**src/rtl/life_ctrl.sv**
```systemverilog
// Run controller for an 8x8 Game of Life stage: loads a seed, paces generation
// steps by a programmable divider and halts on extinction, still life, period-2 or limit.
module life_ctrl #(
    parameter int unsigned MAX_GEN = 1000
) (
    input  logic        clk,
    input  logic        reset,
    input  logic        start,
    input  logic        stop,
    input  logic [63:0] seed,
    input  logic [15:0] div,
    input  logic [63:0] grid_next,
    output logic [63:0] grid,
    output logic        en,
    output logic [15:0] gen,
    output logic        busy,
    output logic        halted,
    output logic [1:0]  cause
);

    typedef enum logic [1:0] {
        S_IDLE = 2'd0,
        S_RUN  = 2'd1,
        S_HALT = 2'd2
    } state_t;

    localparam logic [16:0] MAX_GEN_L = 17'(MAX_GEN);

    state_t      state_q, state_d;
    logic [63:0] grid_q, grid_d;
    logic [63:0] prev_q, prev_d;
    logic        prev_valid_q, prev_valid_d;
    logic [15:0] gen_q, gen_d;
    logic [15:0] cnt_q, cnt_d;
    logic [1:0]  cause_q, cause_d;
    logic        en_q, busy_q, halted_q;

    logic        step_due;
    logic        is_extinct, is_still, is_osc2, is_limit, halt_hit;

    // Exact equality only: a counter above a freshly lowered div runs on to wrap.
    assign step_due   = (cnt_q == div);
    assign is_extinct = (grid_next == 64'd0);
    assign is_still   = (grid_next == grid_q);
    assign is_osc2    = prev_valid_q && (grid_next == prev_q);
    assign is_limit   = (({1'b0, gen_q} + 17'd1) == MAX_GEN_L);
    assign halt_hit   = is_extinct || is_still || is_osc2 || is_limit;

    // State register
    always_ff @(posedge clk) begin
        if (reset) begin
            state_q <= S_IDLE;
        end else begin
            state_q <= state_d;
        end
    end

    // Next-state logic
    always_comb begin
        state_d = state_q;
        case (state_q)
            S_IDLE, S_HALT: begin
                if (start) begin
                    state_d = S_RUN;
                end
            end
            S_RUN: begin
                if (stop) begin
                    state_d = S_HALT;
                end else if (step_due && halt_hit) begin
                    state_d = S_HALT;
                end
            end
            default: state_d = S_IDLE;
        endcase
    end

    // Datapath next values
    always_comb begin
        grid_d       = grid_q;
        prev_d       = prev_q;
        prev_valid_d = prev_valid_q;
        gen_d        = gen_q;
        cnt_d        = cnt_q;
        cause_d      = cause_q;
        if (state_q == S_RUN) begin
            if (stop) begin
                cause_d = 2'b00;
            end else if (step_due) begin
                cnt_d        = 16'd0;
                prev_d       = grid_q;
                prev_valid_d = 1'b1;
                grid_d       = grid_next;
                gen_d        = gen_q + 16'd1;
                if (is_extinct)    cause_d = 2'b01;
                else if (is_still) cause_d = 2'b10;
                else if (is_osc2)  cause_d = 2'b11;
                else               cause_d = 2'b00;
            end else begin
                cnt_d = cnt_q + 16'd1;
            end
        end else if (start) begin
            grid_d       = seed;
            gen_d        = 16'd0;
            prev_valid_d = 1'b0;
            cnt_d        = 16'd0;
            cause_d      = 2'b00;
        end
    end

    // Datapath and status registers
    always_ff @(posedge clk) begin
        if (reset) begin
            grid_q       <= 64'd0;
            prev_q       <= 64'd0;
            prev_valid_q <= 1'b0;
            gen_q        <= 16'd0;
            cnt_q        <= 16'd0;
            cause_q      <= 2'b00;
            en_q         <= 1'b0;
            busy_q       <= 1'b0;
            halted_q     <= 1'b0;
        end else begin
            grid_q       <= grid_d;
            prev_q       <= prev_d;
            prev_valid_q <= prev_valid_d;
            gen_q        <= gen_d;
            cnt_q        <= cnt_d;
            cause_q      <= cause_d;
            en_q         <= (state_d == S_RUN);
            busy_q       <= (state_d == S_RUN);
            halted_q     <= (state_d == S_HALT);
        end
    end

    assign grid   = grid_q;
    assign en     = en_q;
    assign gen    = gen_q;
    assign busy   = busy_q;
    assign halted = halted_q;
    assign cause  = cause_q;

endmodule

```
**config.mk**
```make
export PLATFORM = sky130hd
export DESIGN_NAME = life_ctrl
export DESIGN_NICKNAME = d
export VERILOG_FILES = /design/src/rtl/life_ctrl.sv
export SDC_FILE = /design/constraint.sdc
export NUM_CORES = 1
export LEC_CHECK = 0
export ABC_AREA = 1
export BUFFER_PORTS_ARGS = -buffer_cell sky130_fd_sc_hd__buf_2
export CORE_MARGIN = 3
export CORE_UTILIZATION = 54
export DETAILED_ROUTE_END_ITERATION = 10
export GPL_ROUTABILITY_DRIVEN = 0
export PLACE_DENSITY_LB_ADDON = 0.25
export SYNTH_ARGS = -nofsm -noshare
export SYNTH_HDL_FRONTEND = slang
export SYNTH_SLANG_ARGS = --single-unit
```
**constraint.sdc**
```tcl
create_clock -name clk -period 3 [get_ports clk]
set_clock_uncertainty 0.2 [all_clocks]
set_input_delay 0.9 -clock clk [delete_from_list [all_inputs] [get_ports clk]]
set_output_delay 0.9 -clock clk [all_outputs]
set_load 0.03 [all_outputs]
```
== After elaboration in Yosys (flattened, before gate mapping) ==
Cells that the tools add are included.

* Register bits after elaboration: 167
* Input port bits: 148
* Output and inout port bits: 85
* Logic and storage cells: 63

* Add/subtract/negate cells: 3
* Equality and inequality tests: 11
* Muxes and demuxes: 26
* Bitwise logic cells: 1
* Reductions and logical operators: 13

{| class="wikitable"
|+ Operators by type and width
! cell !! number
|-
| 2-to-1 mux 64 bit || 4
|-
| equality test 64 bit || 2
|-
| 2-to-1 mux 16 bit || 7
|-
| logical NOT 64 bit || 1
|-
| adder 16 x 1 -> 16 bit, second input constant || 2
|-
| 2-to-1 mux 2 bit || 10
|-
| adder 16 x 1 -> 17 bit, second input constant || 1
|-
| equality test 17 x 10 -> 1 bit, second input constant || 1
|-
| equality test 16 bit || 1
|-
| AND reduction 3 bit || 2
|-
| equality test 2 x 1 -> 1 bit, second input constant || 2
|-
| equality test 2 bit, second input constant || 2
|-
| 2-to-1 mux 1 bit || 4
|-
| inequality test 2 bit, second input constant || 2
|-
| one-hot mux 2 bit (2 select lines) || 1
|-
| AND reduction 2 bit || 2
|-
| logical OR 1 bit || 3
|-
| inequality test 3 bit, second input constant || 1
|-
| logical AND 1 bit || 2
|-
| logical NOT 2 bit || 1
|-
| nonzero test 2 bit || 1
|-
| OR reduction 2 bit || 1
|-
| inverter 1 bit || 1
|}

== Logic depth before layout (Yosys ltp) ==
* Word-level depth: 9
* Depth in mapped cells: 15
* Mapped depth without buffers: 15

== Worst setup path after synthesis ==
Ideal clock, no wire load.

* Path kind: input port to flip-flop
* Start point: in div[9]
* End point: reg prev_q[51]
* Setup time: 0.120 ns
* Arrival time: 2.173 ns
* Required time: 2.680 ns
* Path slack: 0.508 ns
* Cell stages on the path: 10
* Path buffers: 2
* Cells stage by stage: xnor2_1 -> nand2_1 -> nor4_2 -> nand2_2 -> nor2_4 -> inv_2 -> buf_2 -> buf_2 -> o21ai_0 -> a21oi_1

* Cells in the longest elaborated chain, start to end: 2

{| class="wikitable"
|+ Ends and longest elaborated chain
! element !! line !! text
|-
| start: declaration || 11 || <nowiki>input logic [15:0] div,</nowiki>
|-
| equality test 16 bit || 42 || <nowiki>assign step_due = (cnt_q == div);</nowiki>
|-
| AND reduction 3 bit (no source line) || n/a ||
|-
| end signal: assignment || 125 || <nowiki>prev_q <= prev_d;</nowiki>
|-
| end: declaration || 31 || <nowiki>logic [63:0] prev_q, prev_d;</nowiki>
|}

No other way between the ends.
A chain may end at the register's enable or synchronous reset.

== Worst setup path in the final report ==
* Start point: in div[11]
* End point: reg gen_q[9], in the netlist gen[9]

* Cells in the longest elaborated chain, start to end: 3

{| class="wikitable"
|+ Ends and longest elaborated chain
! element !! line !! text
|-
| equality test 16 bit || 42 ||
|-
| inequality test 2 bit (no source line) || n/a ||
|-
| AND reduction 3 bit (no source line) || n/a ||
|-
| end signal: assignment || 127 || <nowiki>gen_q <= gen_d;</nowiki>
|-
| end: declaration || 33 || <nowiki>logic [15:0] gen_q, gen_d;</nowiki>
|}

No other way between the ends.

==> flow_metrics.env <==
export IMPL_endpoint_kind="flip-flop"
export IMPL_core_um2=17400
export IMPL_synth_flop_cell="dfxtp_1"
export IMPL_drc_errors=0
export IMPL_worstSetupStartpoint="div[11]"
export IMPL_root_buffer="clkbuf_16"
export IMPL_overflow=0
export IMPL_insertion_delay_ps=440
export IMPL_worstHoldStart="prev_valid_q"
export IMPL_setup_slack_ps=532
export IMPL_io_pins=233
export IMPL_max_cap_viol_count=0
export IMPL_postSynthCellCount=1538
export IMPL_grt_usage_pct=29.4
export IMPL_ant_nets=0
export IMPL_die_x_um=139
export IMPL_synthToLayoutAreaGrowth_pct=19.6
export IMPL_worst_pin_slew_ps=597
export IMPL_reg2reg_from="cnt_q[11]"
export IMPL_drtIter0Drc=851
export IMPL_cts_tree="yes"
export IMPL_powerDensity_nw_per_um2=512
export IMPL_yosysTopAreaCell="dfxtp_1"
export IMPL_vias=10400
export IMPL_grt_pass1_wl_mm=46.7
export IMPL_clkSinkCount=167
export IMPL_arrival_ps=2620
export IMPL_drtPass1Iterations=5
export IMPL_synth_fp_nets=1688
export IMPL_yosysWarnings=0
export IMPL_post_route_min_period_ps=2470
export IMPL_hold_path_class="reg -> reg"
export IMPL_synth_edf_count=0
export IMPL_place_ws_ps=98.0
export IMPL_syn_area_um2=9580
export IMPL_fin_crit_sh_pct=82.3
export IMPL_p_leak_nw=5.49
export IMPL_synth_most_common_cell="nand2_1"
export IMPL_cts_buffers=17
export IMPL_drive_above_1_share_pct=16.8
export IMPL_cts_clk_slew_worst_paths_ps=60
export IMPL_ys_ff_latch=167
export IMPL_criticalPathCategory="in -> reg"
export IMPL_grt_pass1_vias=9411
export IMPL_htreeDepth=4
export IMPL_post_cts_repair_setup_buffers=0
export IMPL_async_reset_ff_share_pct=0
export IMPL_fin_nets=1889
export IMPL_crit_fanout=10
export IMPL_cts_hold_buf=0
export IMPL_antenna_found_initial=1
export IMPL_start_kind="input pin"
export IMPL_die_area_um2=19400
export IMPL_grt_max_degree=81
export IMPL_hold_viol=0
export IMPL_rsz0062_at_grt="no"
export IMPL_wl_per_cell_um=14.8
export IMPL_ir_drop_mv=0.418
export IMPL_routed_wl_mm=29.2
export IMPL_yosysSeqAreaShare_pct=34.9
export IMPL_clockBufferDepth=2
export IMPL_slew_headroom_pct=60.2
export IMPL_num_rows=48
export IMPL_yosysTopAreaCellShare_pct=34.9
export IMPL_setup_viol=0
export IMPL_synth_cell_types=31
export IMPL_port_buffers=232
export IMPL_status="completed"
export IMPL_synthTopCellsByArea="dfxtp_1, nand2_1, nor2_1"
export IMPL_post_cts_resized=0
export IMPL_start_util_pct=55.2
export IMPL_hpwl_mm=21.0
export IMPL_tns_ps=0
export IMPL_clock_fmax_mhz=405
export IMPL_die_y_um=139
export IMPL_syn_avg_cell_area_um2=6.23
export IMPL_vias_per_cell=5.27
export IMPL_drv_slew=0
export IMPL_crit_required_ps=3150
export IMPL_ys_top_cells_by_count="nand2_1, nor2_1, o21ai_0, inv_1, dfxtp_1"
-- through the flow --
stage	hold WS [ps]	std cells	util, %	total power [mW]	area [um^2]
finish	255	1977	66.0	5.86	11500
detailed placement	242	1945	62.6	3.67	10900
CTS	255	1976	66.0	5.87	11500
global route	286	1976	66.0	6.10	11500
global placement	239	1945	62.6	3.65	10900
floorplan	220	1538	-	3.23	9580
-- layer usage --
layer	routed length, um	up-vias	global-route usage (%)
met1	12500	4725	38.7
met4	799	2	10.8
met2	13400	420	48.3
li1	-	5225	-
met5	13	-	0
met3	2410	49	5.62
-- worst paths after layout --
check	end	slack (ps)	depth (start not counted)
worst max-delay path	gen[9]	530	9
worst min-delay path	prev_valid_q	260	2
worst max register to register	gen[9]	590	9
worst min register to register	prev_valid_q	260	2
-- layout by cell type, fill, tap and decap left out, types with 10 or more instances in the layout --
cell type    n
inv_1      166
nor3_1      18
nand4_1     24
xor2_1      39
xnor2_1     43
o21ai_0    203
o21ai_1     11
buf_2      232
buf_4       10
clkbuf_16   17
dfxtp_1    167
nand2_1    400
nor2_1     272
nand3_1     32
a21oi_1     70
-- area by class of cell --
cell class	count	area (um^2)
Timing Repair Buffer	247	1340
Clock buffer	24	502
Inverter	172	647
Antenna cell	1	2.50
Clock inverter	7	92.6
Multi-Input combinational cell	1134	5260
Sequential cell	167	3340
Fill cell	1630	5890
Tap cell	225	282
-- state kept, by name, indices dropped and copies added, names as in the netlist --
signal	count
gen	16
prev_valid_q	1
grid	64
busy	1
halted	1
state_q	2
cnt_q	16
cause	2
prev_q	64
-- cell families (layout without fill, tap and decap cells) --
kind of cell               Yosys count  after routing  share of synthesized area (%)
DFF                                167            167                           34.9
adders and majority gates            2              2                          0.261
xor gates and xnor gates            83             83                           7.67
buffers and inverters              237            450                           10.2
and+or+nand+nor                    762            762                           31.8
other                                0              1                              0
AOI/OAI and AO/OA                  287            287                           15.2
-- critical path, stage by stage --
cell	delay, ps
buf_2	100
or2_2	280
nand3_1	130
nor4_2	70
nand2_2	150
a21oi_4	110
nor2_2	370
inv_1	260
o21ai_0	230
-- where the power goes --
part           switching (mW)  leakage, nW  total, mW  internal, mW
combinational           0.800         3.84       1.19         0.391
sequential              0.120         1.36       2.44          2.32
clock                   0.899        0.284       2.23          1.33
Note: power is estimated with default switching activity, not from simulation.
